[config.mk]
export PLATFORM = sky130hd
export DESIGN_NAME = mux_nto1_pipe
export DESIGN_NICKNAME = d
export VERILOG_FILES = /design/src/rtl/mux_nto1_pipe_pkg.sv /design/src/rtl/mux_nto1_comb.sv /design/src/rtl/mux_nto1_pipe.sv
export SDC_FILE = /design/constraint.sdc
export NUM_CORES = 1
export LEC_CHECK = 0
export ABC_AREA = 1
export ABC_CLOCK_PERIOD_IN_PS = 1000
export BUFFER_PORTS_ARGS = -buffer_cell sky130_fd_sc_hd__buf_4
export CORE_MARGIN = 2
export CORE_UTILIZATION = 38
export CTS_BUF_LIST = sky130_fd_sc_hd__clkbuf_8
export DETAILED_ROUTE_END_ITERATION = 16
export PLACE_DENSITY = 0.79
export REMOVE_ABC_BUFFERS = 1
export SLEW_MARGIN = 20
export SYNTH_ARGS = -nofsm -noshare
export SYNTH_HDL_FRONTEND = slang
export SYNTH_SLANG_ARGS = --single-unit
[constraint.sdc]
create_clock -name clk_i -period 1 [get_ports clk_i]
set_input_delay 0.05 -clock clk_i [delete_from_list [all_inputs] [get_ports clk_i]]
set_output_delay 0.05 -clock clk_i [all_outputs]
set_load 0.1 [all_outputs]
[src/rtl/mux_nto1_pipe_pkg.sv]
// Shared defaults, zero-fill value and entry-state encoding for mux_nto1_pipe.
// The state TWO is only reachable when MUX_NTO1_PIPE_SKID_EN is defined.
package mux_nto1_pipe_pkg;

  localparam int unsigned DEF_WIDTH = 32;
  localparam int unsigned DEF_N_IN  = 4;
  localparam int unsigned DEF_SEL_W = 2;

  localparam logic ZERO_FILL_BIT = 1'b0;

  typedef enum logic [1:0] {
    EMPTY = 2'b00,
    ONE   = 2'b01,
    TWO   = 2'b11
  } ent_state_e;

endpackage

[src/rtl/mux_nto1_comb.sv]
// Combinational N-way channel select.
// An out-of-range select yields all-zero data and raises oor_o.
module mux_nto1_comb
  import mux_nto1_pipe_pkg::*;
#(
  parameter int unsigned WIDTH = DEF_WIDTH,
  parameter int unsigned N_IN  = DEF_N_IN,
  parameter int unsigned SEL_W = DEF_SEL_W
) (
  input  logic [N_IN*WIDTH-1:0] data_i,
  input  logic [SEL_W-1:0]      sel_i,
  output logic [WIDTH-1:0]      data_o,
  output logic                  oor_o
);

  always_comb begin
    data_o = {WIDTH{ZERO_FILL_BIT}};
    oor_o  = 1'b1;
    for (int unsigned k = 0; k < N_IN; k++) begin
      if (sel_i == SEL_W'(k)) begin
        data_o = data_i[k*WIDTH +: WIDTH];
        oor_o  = 1'b0;
      end
    end
  end

endmodule

[src/rtl/mux_nto1_pipe.sv]
// Registered N-to-1 selector with valid/ready handshake and synchronous flush.
// Define MUX_NTO1_PIPE_SKID_EN for a 2-entry skid buffer with registered ready_o.
module mux_nto1_pipe
  import mux_nto1_pipe_pkg::*;
#(
  parameter int unsigned WIDTH = DEF_WIDTH,
  parameter int unsigned N_IN  = DEF_N_IN,
  parameter int unsigned SEL_W = DEF_SEL_W
) (
  input  logic                  clk_i,
  input  logic                  rst_i,
  input  logic [N_IN*WIDTH-1:0] data_i,
  input  logic [SEL_W-1:0]      select_i,
  input  logic                  valid_i,
  output logic                  ready_o,
  input  logic                  flush_i,
  output logic [WIDTH-1:0]      data_o,
  output logic                  valid_o,
  input  logic                  ready_i,
  output logic                  sel_err_o
);

  logic [WIDTH-1:0] sel_data;
  logic             sel_oor;
  logic             in_xfer;
  logic             out_xfer;

  ent_state_e       state_q, state_d;
  logic [WIDTH-1:0] data_q, data_d;
  logic             err_q, err_d;
`ifdef MUX_NTO1_PIPE_SKID_EN
  logic [WIDTH-1:0] skid_q, skid_d;
`endif

  mux_nto1_comb #(
    .WIDTH (WIDTH),
    .N_IN  (N_IN),
    .SEL_W (SEL_W)
  ) u_comb (
    .data_i (data_i),
    .sel_i  (select_i),
    .data_o (sel_data),
    .oor_o  (sel_oor)
  );

  always_ff @(posedge clk_i or negedge rst_i) begin
    if (!rst_i) begin
      state_q <= EMPTY;
      data_q  <= '0;
      err_q   <= 1'b0;
`ifdef MUX_NTO1_PIPE_SKID_EN
      skid_q  <= '0;
`endif
    end else begin
      state_q <= state_d;
      data_q  <= data_d;
      err_q   <= err_d;
`ifdef MUX_NTO1_PIPE_SKID_EN
      skid_q  <= skid_d;
`endif
    end
  end

  assign in_xfer  = valid_i && ready_o;
  assign out_xfer = valid_o && ready_i;

  always_comb begin
    state_d = state_q;
    data_d  = data_q;
    err_d   = err_q || (in_xfer && sel_oor);
`ifdef MUX_NTO1_PIPE_SKID_EN
    skid_d  = skid_q;
`endif
    if (flush_i) begin
      state_d = EMPTY;
    end else begin
      unique case (state_q)
        EMPTY: begin
          if (in_xfer) begin
            state_d = ONE;
            data_d  = sel_data;
          end
        end
        ONE: begin
          if (in_xfer && out_xfer) begin
            data_d = sel_data;
          end else if (out_xfer) begin
            state_d = EMPTY;
`ifdef MUX_NTO1_PIPE_SKID_EN
          end else if (in_xfer) begin
            state_d = TWO;
            skid_d  = sel_data;
`endif
          end
        end
`ifdef MUX_NTO1_PIPE_SKID_EN
        // ready_o is low in TWO, so only a drain can happen: skid moves to main.
        TWO: begin
          if (out_xfer) begin
            state_d = ONE;
            data_d  = skid_q;
          end
        end
`endif
        default: state_d = EMPTY;
      endcase
    end
  end

  always_comb begin
    valid_o   = (state_q != EMPTY);
    data_o    = data_q;
    sel_err_o = err_q;
`ifdef MUX_NTO1_PIPE_SKID_EN
    ready_o   = (state_q != TWO);
`else
    ready_o   = (state_q == EMPTY) || ready_i;
`endif
  end

endmodule
Yosys cells after proc, flatten, opt, wreduce, memory -nomap -nowiden:

Index checks and enable logic that the tools add are counted.

* output and inout bits: 35
* input bits: 135
* bits in registers: 35
* word-level logic and storage cells: 41

* eq/ne operators: 9
* bitwise gates (word level): 1
* multiplexer cells: 16
* reduce and logical (&&, ||, !) cells: 12

Operators with widths (count)
* $mux 32: 6
* $pmux 32 s2: 1
* $ne 3x3->1 const B: 3
* $mux 2: 4
* $eq 2x1->1 const B: 2
* $eq 2x2->1 const B: 2
* $logic_and 1x1->1: 4
* $logic_not 2->1: 2
* $mux 1: 4
* $ne 2x2->1 const B: 2
* $pmux 2 s2: 1
* $reduce_and 4->1: 1
* $reduce_bool 2->1: 2
* $reduce_and 3->1: 1
* $logic_or 1x1->1: 2
* $not 1->1: 1

Logic depth before layout (Yosys ltp):

Gate-level depths: netlist (run 1).

* depth after elaboration: 7
* gate-level depth with buffers: 7

Cells and area by module:

From an unflattened synthesis (run 1), not the netlist that was laid out.

* cells, all modules: 340
* area, all modules: 2429.8 um^2

Modules (own cells, without submodules)
* mux_nto1_pipe: cells each 152, times used 1, area each 1450.1 um^2
* mux_nto1_comb: cells each 188, times used 1, area each 979.7 um^2

Worst setup path after synthesis (run 1):

OpenSTA, ideal clock, no wires.

* kind: flip-flop to flip-flop
* start: reg state_q[0]
* end: reg data_q[10], in the netlist data_o[10]
* arrival time: 2.487 ns
* setup slack: -1.607 ns
* setup time: 0.120 ns
* required time: 0.880 ns
* cell stages (with the launch flop): 7
* cells stage by stage: dfrtp_1 nand2_1 nand2_2 buf_2 nor2_1 nand2_1 nand2_1

* cells in the longest elaborated chain, start to end: 6

Ends and longest elaborated chain
* start: declaration: line mux_nto1_pipe.sv:28 `ent_state_e state_q, state_d;`
* start signal: assignment: line mux_nto1_pipe.sv:55 `state_q <= state_d;`
* $logic_not 2->1 (*): line mux_nto1_pipe.sv:117 `ready_o = (state_q == EMPTY) || ready_i;`
* $logic_or 1x1->1 (*): line mux_nto1_pipe.sv:117
* named net ready_o: line mux_nto1_pipe.sv:15 `output logic ready_o,`
* $logic_and 1x1->1 (*): line mux_nto1_pipe.sv:64 `assign in_xfer = valid_i && ready_o;`
* $logic_and 1x1->1: line mux_nto1_pipe.sv:85 `if (in_xfer && out_xfer) begin`
* $ne 2x2->1 (no line)
* $reduce_and 4->1 (no line) (*)
* end signal: assignment: line mux_nto1_pipe.sv:56 `data_q <= data_d;`
* end: declaration: line mux_nto1_pipe.sv:29 `logic [WIDTH-1:0] data_q, data_d;`

Mark *: on every way through the listed nets, which the timed path passes. The rest lies on a longest branch.
A chain may end at the register's enable or synchronous reset.

Worst setup path after layout (run 1):

* start: reg state_q[0]
* end: out ready_o

* cells in the longest elaborated chain, start to end: 2

Ends and longest elaborated chain (line)
* $logic_not 2->1: mux_nto1_pipe.sv:117
* $logic_or 1x1->1: mux_nto1_pipe.sv:117
* end: declaration: mux_nto1_pipe.sv:15

No other way between the ends.

==> qor.yml, run 1 <==
run_status:
  result_of_the_run: "finished, violations left"
  violations_in_the_final_reports: "negative setup slack"
global_route:
  gr-total-overflow: 0
  grt_pass1_vias: 2697
  grt_max_degree: 35
  grt_first_pass_wirelength_um: 11300
  global_route.usage.total_pct: 21.6
  grt_antenna_before_repair: 0
sta:
  timing.max_slew.rel_slack_pct: 71.3
  finClkSkew_ps: 3.91
  final.setup.worst_slack_ps: -99.2
  holdWs_ps: 32.7
  final_hold_vios: 0
  finalCriticalPeriod_ps: 1100
  timing.fmax_ghz: 0.910
  rsz0062_at_grt: "yes"
  timing.final.crit_share_pct: 110
  setup-violations-final: 33
  timing.final.max_slew_violations: 0
  worst_pin_slew_ps: 431
cells_and_area:
  layout.area.seq_sq_um: 851
  layout.cells.most_common: "sky130_fd_sc_hd__buf_4"
  final_cell_count_no_fill: 602
  synthToLayoutAreaGrowth_pct: 73.8
  multi_input_area_sq_um: 1320
  num-fill-cells: 530
  stdcell_area_sq_um: 4030
  design.final.nets: 661
  diodes: 0
  final_layout_size_suffix_gt1_share_pct: 41.4
  most_frequent_cells_in_the_layout: "144 x sky130_fd_sc_hd__buf_4, 127 x sky130_fd_sc_hd__nand2_1, 64 x sky130_fd_sc_hd__nand3_1, 45 x sky130_fd_sc_hd__nor2_1, 34 x sky130_fd_sc_hd__dfrtp_1"
floorplanning:
  core_region_area_sq_um: 5920
  fp.dieArea_sq_um: 6750
  start_util_pct: 39.2
  io_pins: 170
  die_y_um: 82.1
  fp.dieW_um: 82.1
  std_cell_rows: 28
routing:
  vias: 2956
  met3_wl_um: 800
  detailedRoute.firstPassIterationCount: 4
  first_drt_iteration_drcs: 118
  top_signal_layer_used: "met4"
  avgRoutedWirePerCell_um: 13.1
  wl_met2_um: 3990
  ant_nets: 0
  drt-vias-per-instance: 4.91
  wl_um: 7870
  detail_route.wirelength.met1_um: 2950
  drc_errors: 0
pwr:
  vdd_ir_drop_max_mv: 1.00
  power_per_cell_area_nw_per_um2: 1570
  static_leakage_uw: 0.00217
cts:
  cts_post_setup_buffers_inserted: 0
  cts.sinks: 34
  cts_buffer_depth: 2
  worst_skew_pair.late_latency_ps: 280
  number_of_clock_buffers_inserted_by_tritoncts: 5
  tritoncts: "yes"
  clock_tree_root_driver_cell: "sky130_fd_sc_hd__clkbuf_8"
  cts_max_level: 2
  clkTransAtPathRegs_ps: 70
hold_path:
  timing.hold.worst.class: "primary input to flip-flop"
critical_path:
  max_stage_delay_ps: 390
  worstSetupStartpointType: "flip-flop"
  crit_fanout: 2
  arrival_ps: 1050
  worst_setup_path_end_kind: "output port"
  crit_slowest_cell: "sky130_fd_sc_hd__dfrtp_1"
  crit_type: "flip-flop to output port"
  critPathRequiredTime_ps: 950
  critical_path.cell_chain: "nand2_2 > buf_6 > buf_12"
synth:
  ys_seq_area_share_pct: 36.7
  synth_cells: 359
  synth_cell_type_count: 16
  synthesis.area_per_instance_sq_um: 6.46
  syn-cell-area_sq_um: 2320
  synthesis.yosys.warnings: 0
  number_of_synthesized_register_bits: 34
place:
  gp_congestion: 0.845
  hpwl_um: 5930
  dp_cells: 591
  port_buffers: 169
  dpl_cell_area_sq_um: 3670
run:
  cap_violations: 0
cells in the mapped netlist:
library cell | count | area (sq um)
sky130_fd_sc_hd__buf_2 | 15 | 75.1
sky130_fd_sc_hd__buf_4 | 1 | 7.51
sky130_fd_sc_hd__nand2_1 | 129 | 484
sky130_fd_sc_hd__dfrtp_1 | 34 | 851
sky130_fd_sc_hd__nand2_4 | 1 | 11.3
sky130_fd_sc_hd__nor2_1 | 65 | 244
sky130_fd_sc_hd__buf_8 | 3 | 45.0
sky130_fd_sc_hd__nor2_8 | 1 | 20.0
sky130_fd_sc_hd__o21ai_0 | 30 | 150
sky130_fd_sc_hd__o21ai_1 | 2 | 10.0
sky130_fd_sc_hd__a21oi_1 | 1 | 5.00
sky130_fd_sc_hd__nand3_1 | 64 | 320
sky130_fd_sc_hd__clkbuf_1 | 2 | 7.51
sky130_fd_sc_hd__buf_6 | 6 | 67.6
sky130_fd_sc_hd__nand2_2 | 1 | 6.26
sky130_fd_sc_hd__inv_1 | 4 | 15.0
final timing paths:
path / slack, ps / end / start / depth (start not counted)
max reg2reg: -50 / data_o[8]$_DFFE_PN0P_ / state_q[0]$_DFFE_PN0P_ / 6
min in group asynchronous: 280 / data_o[30]$_DFFE_PN0P_ / rst_i / 2
max in group asynchronous: 410 / data_o[14]$_DFFE_PN0P_ / rst_i / 2
max: -100 / ready_o / state_q[0]$_DFFE_PN0P_ / 3
min reg2reg: 400 / sel_err_o$_DFF_PN0_ / sel_err_o$_DFF_PN0_ / 0
min: 30 / state_q[0]$_DFFE_PN0P_ / valid_i / 3
metal layers:
layer | GRT usage (%) | up-vias
li1 | - | 1483
met1 | 23.0 | 1316
met2 | 40.5 | 145
met3 | 6.74 | 12
met4 | 6.83 | 0
met5 | 0 | -
repair_timing:
| action | 4_1_cts | 5_1_grt |
|---|---|---|
| endpoints found under the setup margin | 35 | 63 |
| resized for setup | 10 | 52 |
| hold endpoints to repair | 35 | 0 |
| pin swaps | 1 | 0 |
| cloned | 0 | 1 |
| hold buffers | 2 | 0 |
cell type report:
type | count | area share, %
clock buffers | 8 | 2.73
well taps | 75 | 2.33
multi-input cells | 294 | 32.6
inverters | 4 | 0.372
flip-flops and latches | 34 | 21.1
repair buffers | 187 | 40.8
flip-flops by register name (all words and copies together), names as in the netlist:
signal     flops
sel_err_o      1
state_q        1
data_o        32
through the flow:
| stage | TNS [ps] | util [%] | power, uW | worst slack, ps |
|---|---|---|---|---|
| after floorplan | -64960 | - | 3820 | -1970 |
| after global placement | 0 | 61.9 | 4890 | 0.476 |
| after detailed placement | -729 | 61.9 | 4930 | -64.8 |
| after CTS | -1020 | 64.8 | 6150 | -82.6 |
| after global routing | -3080 | 68.1 | 6590 | -140 |
| final | -980 | 68.1 | 6320 | -99.2 |
cell families after synthesis:
kind of cell / share of synthesized area, %
DFF: 36.7
AOI/OAI and AO/OA: 7.12
and+or+nand+nor: 46.8
buffers and inverters: 9.38
power by group:
part,switching (uW),total [uW],internal [uW]
combinational,2320,3380,1060
sequential,168,1770,1600
clock,485,1180,695
worst max-delay path: cells and delay by family, from the launching register on:
family	cells	cell delay [ps]
buf+inv	2	270
flops	1	390
simple gates	1	100
Power figures use the tool's default switching activity.
==> run 2, diff against run 1 <==
SETUP_SLACK_MARGIN = 0.4   (was not set)
==> run 2 against run 1 <==
Effect of this change:
- the run ends with negative hold slack, negative setup slack left
- critical path depth stayed put
- clock-buffer cell count stayed put
- sequential power rose by 4%
- register-to-register slack lost 20 ps
- critical endpoint unchanged
==> qor.yml, run 2 (synthesis results as in run 1) <==
place:
  hpwl_um: 5930  # unchanged
  port_buffers: 169  # unchanged
  detailedPlace.worstSlack_ps: -64.8  # unchanged
  gp_congestion: 0.845  # unchanged
pwr:
  power_per_cell_area_nw_per_um2: 1600  # +1.8%
  static_leakage_uw: 0.00232  # +6.9%
  vdd_ir_drop_max_mv: 0.860  # -14%
  swShare_pct: 44.4  # -2.7 points
  power.switching_uw: 3080  # +3.6%
  power_frac_clock_pct: 17.0  # -1.7 points
  p_seq_share_pct: 26.5  # -1.4 points
  combinationalPowerShare_pct: 56.5  # +3.1 points
  internal-power_uw: 3860  # +15%
global_route:
  gr-total-overflow: 0  # unchanged
  global_route.usage.total_pct: 23.4  # +1.7 points
  grt_antenna_before_repair: 0  # unchanged
  grt_max_degree: 35  # unchanged
  grt_pass1_vias: 2836  # +5.2%
  grt_first_pass_wirelength_um: 12200  # +7.9%
routing:
  first_drt_iteration_drcs: 143  # +21%
  drt-vias-per-instance: 4.95  # +0.83%
  wl_um: 8270  # +5.1%
  detail_route.wirelength.met1_um: 3020  # +2.5%
  detailedRoute.firstPassIterationCount: 4  # unchanged
  vias: 3040  # +2.8%
  ant_nets: 0  # unchanged
  drc_errors: 0  # unchanged
  top_signal_layer_used: "met4"
  wl_met2_um: 4330  # +8.5%
  avgRoutedWirePerCell_um: 13.5  # +3.0%
  met3_wl_um: 783  # -2.1%
critical_path:
  r2r_end: "data_o[24]$_DFFE_PN0P_"
  arrival_ps: 1030  # -20 ps
  critical_path.cell_chain: "nand2_2 > buf_6 > buf_12"
  reg2reg_from: "state_q[0]$_DFFE_PN0P_"
  worstSetupStartpointType: "flip-flop"
  critPathRequiredTime_ps: 950  # about the same
  crit_slowest_cell: "sky130_fd_sc_hd__dfrtp_1"
  crit_type: "flip-flop to output port"
  kind_of_cell_adding_the_most_delay_to_the_critical_path: "flip-flops"
  cp.buffers_inverters: 2  # unchanged
  timing.reg2reg.setup_slack_ps: -70  # -20 ps
  max_stage_delay_ps: 390  # about the same
  worst_setup_path_end_kind: "output port"
  worst_r2r_path_depth: 6  # unchanged
  crit_fanout: 2  # unchanged
floorplanning:
  fp.dieW_um: 82.1  # unchanged
  std_cell_rows: 28  # unchanged
  die_y_um: 82.1  # unchanged
  io_pins: 170  # unchanged
  start_util_pct: 39.2  # unchanged
  fp.dieArea_sq_um: 6750  # unchanged
  core_region_area_sq_um: 5920  # unchanged
sta:
  timing.fmax_ghz: 0.923  # +1.5%
  timing.final.max_slew_violations: 0  # unchanged
  holdWs_ps: -80.2  # -113 ps
  finClkSkew_ps: 3.93  # +0.0219 ps
  timing.final.crit_share_pct: 108  # -1.6 points
  timing.max_slew.rel_slack_pct: 74.9  # +3.6 points
  setup-violations-final: 32  # -3.0%
  finalCriticalPeriod_ps: 1080  # -16.1 ps
  worst_pin_slew_ps: 376  # -54.3 ps
  final_hold_vios: 1  # +1
  final.setup.worst_slack_ps: -83.1  # +16.1 ps
  rsz0062_at_grt: "yes"
  fin_tns_setup_ps: -1120  # -140 ps
hold_path:
  worst_hold_path_stage_count: 2  # -1
  min_to: "state_q[0]$_DFFE_PN0P_"
  timing.hold.worst.class: "primary input to flip-flop"
  hp-start: "flush_i"
run_status:
  violations_in_the_final_reports: "negative hold slack, negative setup slack"
  result_of_the_run: "finished, violations left"
cells_and_area:
  most_frequent_cells_in_the_layout: "155 x sky130_fd_sc_hd__buf_4, 128 x sky130_fd_sc_hd__nand2_1, 64 x sky130_fd_sc_hd__nand3_1, 62 x sky130_fd_sc_hd__nor2_1, 41 x sky130_fd_sc_hd__buf_12"
  postLayoutCoreUtil_pct: 73.5  # +5.4 points
  final_layout_size_suffix_gt1_share_pct: 39.7  # -1.7 points
  design.final.nets: 673  # +1.8%
  diodes: 0  # unchanged
  synthToLayoutAreaGrowth_pct: 87.6
  layout.cells.most_common: "sky130_fd_sc_hd__buf_4"
  largest_register_ffs: 32  # unchanged
cts:
  tritoncts: "yes"
  cts.sinks: 34  # unchanged
  clkTransAtPathRegs_ps: 70  # about the same
  cts_buffer_depth: 2  # unchanged
  cts_max_level: 2  # unchanged
  number_of_clock_buffers_inserted_by_tritoncts: 5  # unchanged
  holdBufCountCts: 1  # -1
  worst_skew_pair.late_latency_ps: 280  # about the same
  clock_tree_root_driver_cell: "sky130_fd_sc_hd__clkbuf_8"
run:
  cap_violations: 0  # unchanged
[run 2: worst max-delay path by stage]
stage                                 startpoint                     to  slack (ps)  cells after the start
after floorplan           state_q[0]$_DFFE_PN0P_  data_o[0]$_DFFE_PN0P_       -1970                      5
after global placement               select_i[1]  data_o[1]$_DFFE_PN0P_         0.5                      6
after detailed placement  state_q[0]$_DFFE_PN0P_  data_o[3]$_DFFE_PN0P_         -60                      6
after CTS                 state_q[0]$_DFFE_PN0P_                ready_o         -80                      3
after global routing      state_q[0]$_DFFE_PN0P_  data_o[3]$_DFFE_PN0P_        -130                      6
final                     state_q[0]$_DFFE_PN0P_                ready_o         -80                      3
[run 2: power by group through the flow]
| stage | Sequential, uW | Combinational, uW | Clock (uW) |
|---|---|---|---|
| floorplan | 3360 | 459 | 0 |
| global placement | 1740 | 3150 | 0 |
| detailed placement | 1740 | 3180 | 0 |
| CTS | 1840 | 3860 | 1210 |
| global route | 1870 | 4080 | 1280 |
| finish | 1840 | 3920 | 1180 |
[run 2: area by class of cell]
| type | count | area [sq um] |
|---|---|---|
| clock buffers | 8 | 110 |
| fillers | 472 | 1570 |
| inverters | 4 | 15.0 |
| multi-input cells | 294 | 1260 |
| flip-flops and latches | 34 | 851 |
| well taps | 75 | 93.8 |
| repair buffers | 199 | 2020 |
[run 2: what timing repair did]
action | 4_1_cts | 5_1_grt
hold endpoints to repair | 35 | 1
setup buffers | 9 | 5
cloned | 0 | 0
resized for setup | 107 | 5
pin swaps | 1 | 0
endpoints found under the setup margin | 68 | 102
[run 2: per-layer routing]
layer	up-vias	track usage, %
li1	1503	-
met1	1380	24.7
met2	145	44.5
met3	12	6.52
met4	0	7.50
met5	-	0
[run 2: per-stage QoR]
step,area (sq um),cells,total power (uW)
after CTS,4300,609,6910
after global routing,4350,614,7220
after detailed placement,3670,591,4930
final,4350,614,6940
after global placement,3670,591,4890
after floorplan,2120,332,3820
==> run 3, diff against run 2 <==
PLACE_DENSITY = not set   (was 0.79)
PLACE_DENSITY_LB_ADDON = 0.15   (was not set)
SKIP_CTS_REPAIR_TIMING = 1   (was not set)
==> run 3 against run 2 <==
Effect of this change:
- the run still ends with negative hold slack, negative setup slack left
- critical endpoint unchanged
- largest cell class unchanged
- first-iteration DRC count fell by 9.1%
- setup slack got worse by 34 ps
- clock-buffer cell count fell by 3
- register-to-register slack barely moved
==> qor.yml, run 3 (synthesis results as in run 1) <==
cells_and_area:
  design.final.nets: 663  # -1.5%
  diodes: 0  # unchanged
  num-fill-cells: 453  # -4.0%
  layout.cells.most_common: "sky130_fd_sc_hd__buf_4"
  multi_input_area_sq_um: 1290  # +2.1%
  largest_register_ffs: 32  # unchanged
  layout.area.seq_sq_um: 851  # unchanged
  final_layout_size_suffix_gt1_share_pct: 40.0  # +0.26 points
  synthToLayoutAreaGrowth_pct: 84.0
  most_frequent_cells_in_the_layout: "147 x sky130_fd_sc_hd__buf_4, 126 x sky130_fd_sc_hd__nand2_1, 64 x sky130_fd_sc_hd__nand3_1, 54 x sky130_fd_sc_hd__nor2_1, 40 x sky130_fd_sc_hd__buf_12"
  postLayoutCoreUtil_pct: 72.1  # -1.4 points
sta:
  finClkSkew_ps: 3.14  # -0.787 ps
  holdWs_ps: -294  # -214 ps
  final_hold_vios: 35  # +34
  setup-violations-final: 34  # +6.3%
  rsz0062_at_grt: "yes"
  timing.fmax_ghz: 0.896  # -3.0%
  worst_pin_slew_ps: 445  # +69.1 ps
  timing.final.max_slew_violations: 0  # unchanged
  timing.max_slew.rel_slack_pct: 70.3  # -4.6 points
  timing.final.crit_share_pct: 112  # +3.4 points
  final.setup.worst_slack_ps: -117  # -33.5 ps
  finalCriticalPeriod_ps: 1120  # +33.5 ps
routing:
  drc_errors: 0  # unchanged
  vias: 2970  # -2.3%
  drt-vias-per-instance: 4.93  # -0.52%
  first_drt_iteration_drcs: 130  # -9.1%
  avgRoutedWirePerCell_um: 13.9  # +3.1%
  ant_nets: 0  # unchanged
  wl_um: 8380  # +1.3%
  detailedRoute.firstPassIterationCount: 4  # unchanged
critical_path:
  critPathRequiredTime_ps: 950  # about the same
  arrival_ps: 1070  # +40 ps
  crit_type: "flip-flop to output port"
  max_stage_delay_ps: 400  # about the same
  crit_slowest_cell: "sky130_fd_sc_hd__dfrtp_1"
  r2r_end: "data_o[12]$_DFFE_PN0P_"
  worst_setup_path_end_kind: "output port"
  worst_r2r_path_depth: 6  # unchanged
  reg2reg_from: "state_q[0]$_DFFE_PN0P_"
  worstSetupStartpointType: "flip-flop"
  critical_path.cell_chain: "nand2_2 > buf_6 > buf_12"
  crit_fanout: 2  # unchanged
  timing.reg2reg.setup_slack_ps: -80  # about the same
place:
  hpwl_um: 5860  # -1.2%
  detailedPlace.worstSlack_ps: -157  # -92.4 ps
  port_buffers: 169  # unchanged
  gp_congestion: 0.746  # -12%
global_route:
  grt_max_degree: 39  # +11%
  global_route.usage.total_pct: 22.9  # -0.47 points
  grt_antenna_before_repair: 0  # unchanged
  grt_first_pass_wirelength_um: 12000  # -1.5%
  gr-total-overflow: 0  # unchanged
  grt_pass1_vias: 2688  # -5.2%
floorplanning:
  fp.dieW_um: 82.1  # unchanged
  core_region_area_sq_um: 5920  # unchanged
  std_cell_rows: 28  # unchanged
  die_y_um: 82.1  # unchanged
  io_pins: 170  # unchanged
  fp.dieArea_sq_um: 6750  # unchanged
  start_util_pct: 39.2  # unchanged
cts:
  number_of_clock_buffers_inserted_by_tritoncts: 5  # unchanged
  worst_skew_pair.late_latency_ps: 280  # about the same
  cts_buffer_depth: 2  # unchanged
  clkTransAtPathRegs_ps: 70  # about the same
  clock_tree_root_driver_cell: "sky130_fd_sc_hd__clkbuf_8"
  cts.sinks: 34  # unchanged
  cts_max_level: 2  # unchanged
  tritoncts: "yes"
pwr:
  static_leakage_uw: 0.00227  # -2.3%
  vdd_ir_drop_max_mv: 0.927  # +7.9%
  power_per_cell_area_nw_per_um2: 1550  # -2.7%
run_status:
  result_of_the_run: "finished, violations left"
  violations_in_the_final_reports: "negative hold slack, negative setup slack"
run:
  cap_violations: 0  # unchanged
hold_path:
  timing.hold.worst.class: "primary input to asynchronous set/reset pin"
[run 3: changes by cell type in the layout (fill, tap and decap cells not counted), moves of 2 or more]
cell	before	now
sky130_fd_sc_hd__nand2_1	128	126
sky130_fd_sc_hd__nor2_2	3	11
sky130_fd_sc_hd__buf_4	155	147
sky130_fd_sc_hd__nor2_1	62	54
sky130_fd_sc_hd__clkbuf_8	8	5
sky130_fd_sc_hd__inv_1	4	6
[run 3: final cells by class]
type / instances / share of cell area, %
Clock inverter: 2 / 0.176
Clock buffer: 5 / 1.61
Tap cell: 75 / 2.20
Timing Repair Buffer: 189 / 45.5
Inverter: 4 / 0.352
Sequential cell: 34 / 19.9
Multi-Input combinational cell: 294 / 30.3
[run 3: worst max path at each step]
| stage | from | end | slack, ps | depth (start not counted) |
|---|---|---|---|---|
| finish | state_q[0]$_DFFE_PN0P_ | ready_o | -120 | 3 |
| floorplan | state_q[0]$_DFFE_PN0P_ | data_o[0]$_DFFE_PN0P_ | -1970 | 5 |
| CTS | state_q[0]$_DFFE_PN0P_ | ready_o | -220 | 3 |
| global route | state_q[0]$_DFFE_PN0P_ | data_o[12]$_DFFE_PN0P_ | -170 | 6 |
| global placement | select_i[1] | data_o[2]$_DFFE_PN0P_ | -110 | 6 |
| detailed placement | select_i[1] | data_o[10]$_DFFE_PN0P_ | -160 | 6 |
[run 3: layer usage]
metal | vias up | routed length (um) | global-route usage [%] | share of wire, %
li1 | 1486 | - | - | -
met1 | 1347 | 3240 | 25.5 | 39
met2 | 127 | 4240 | 43.0 | 51
met3 | 10 | 811 | 6.96 | 9.7
met4 | 0 | 83 | 4.50 | 0.99
met5 | - | 0 | 0 | 0
[run 3: worst max-delay path: cells and delay by family (launching register included)]
| family | cells | cell delay (ps) |
|---|---|---|
| DFF | 1 | 400 |
| buffers and inverters | 2 | 280 |
| and+or+nand+nor | 1 | 110 |
[run 3: power by group]
part           switching, uW  internal [uW]  leakage [uW]
clock network            474            459     0.0000466
logic                   2330           1510       0.00180
registers                254           1600      0.000426
[run 3: per-stage QoR]
step | setup TNS (ps) | total power [uW] | instances | cell area, sq um
2_1_floorplan | -64960 | 3820 | 332 | 2120
3_3_place_gp | -3080 | 4880 | 588 | 3640
5_1_grt | -3760 | 6910 | 603 | 4270
6_report | -1340 | 6630 | 603 | 4270
4_1_cts | -1370 | 5860 | 595 | 3720
3_5_place_dp | -4420 | 4920 | 588 | 3640
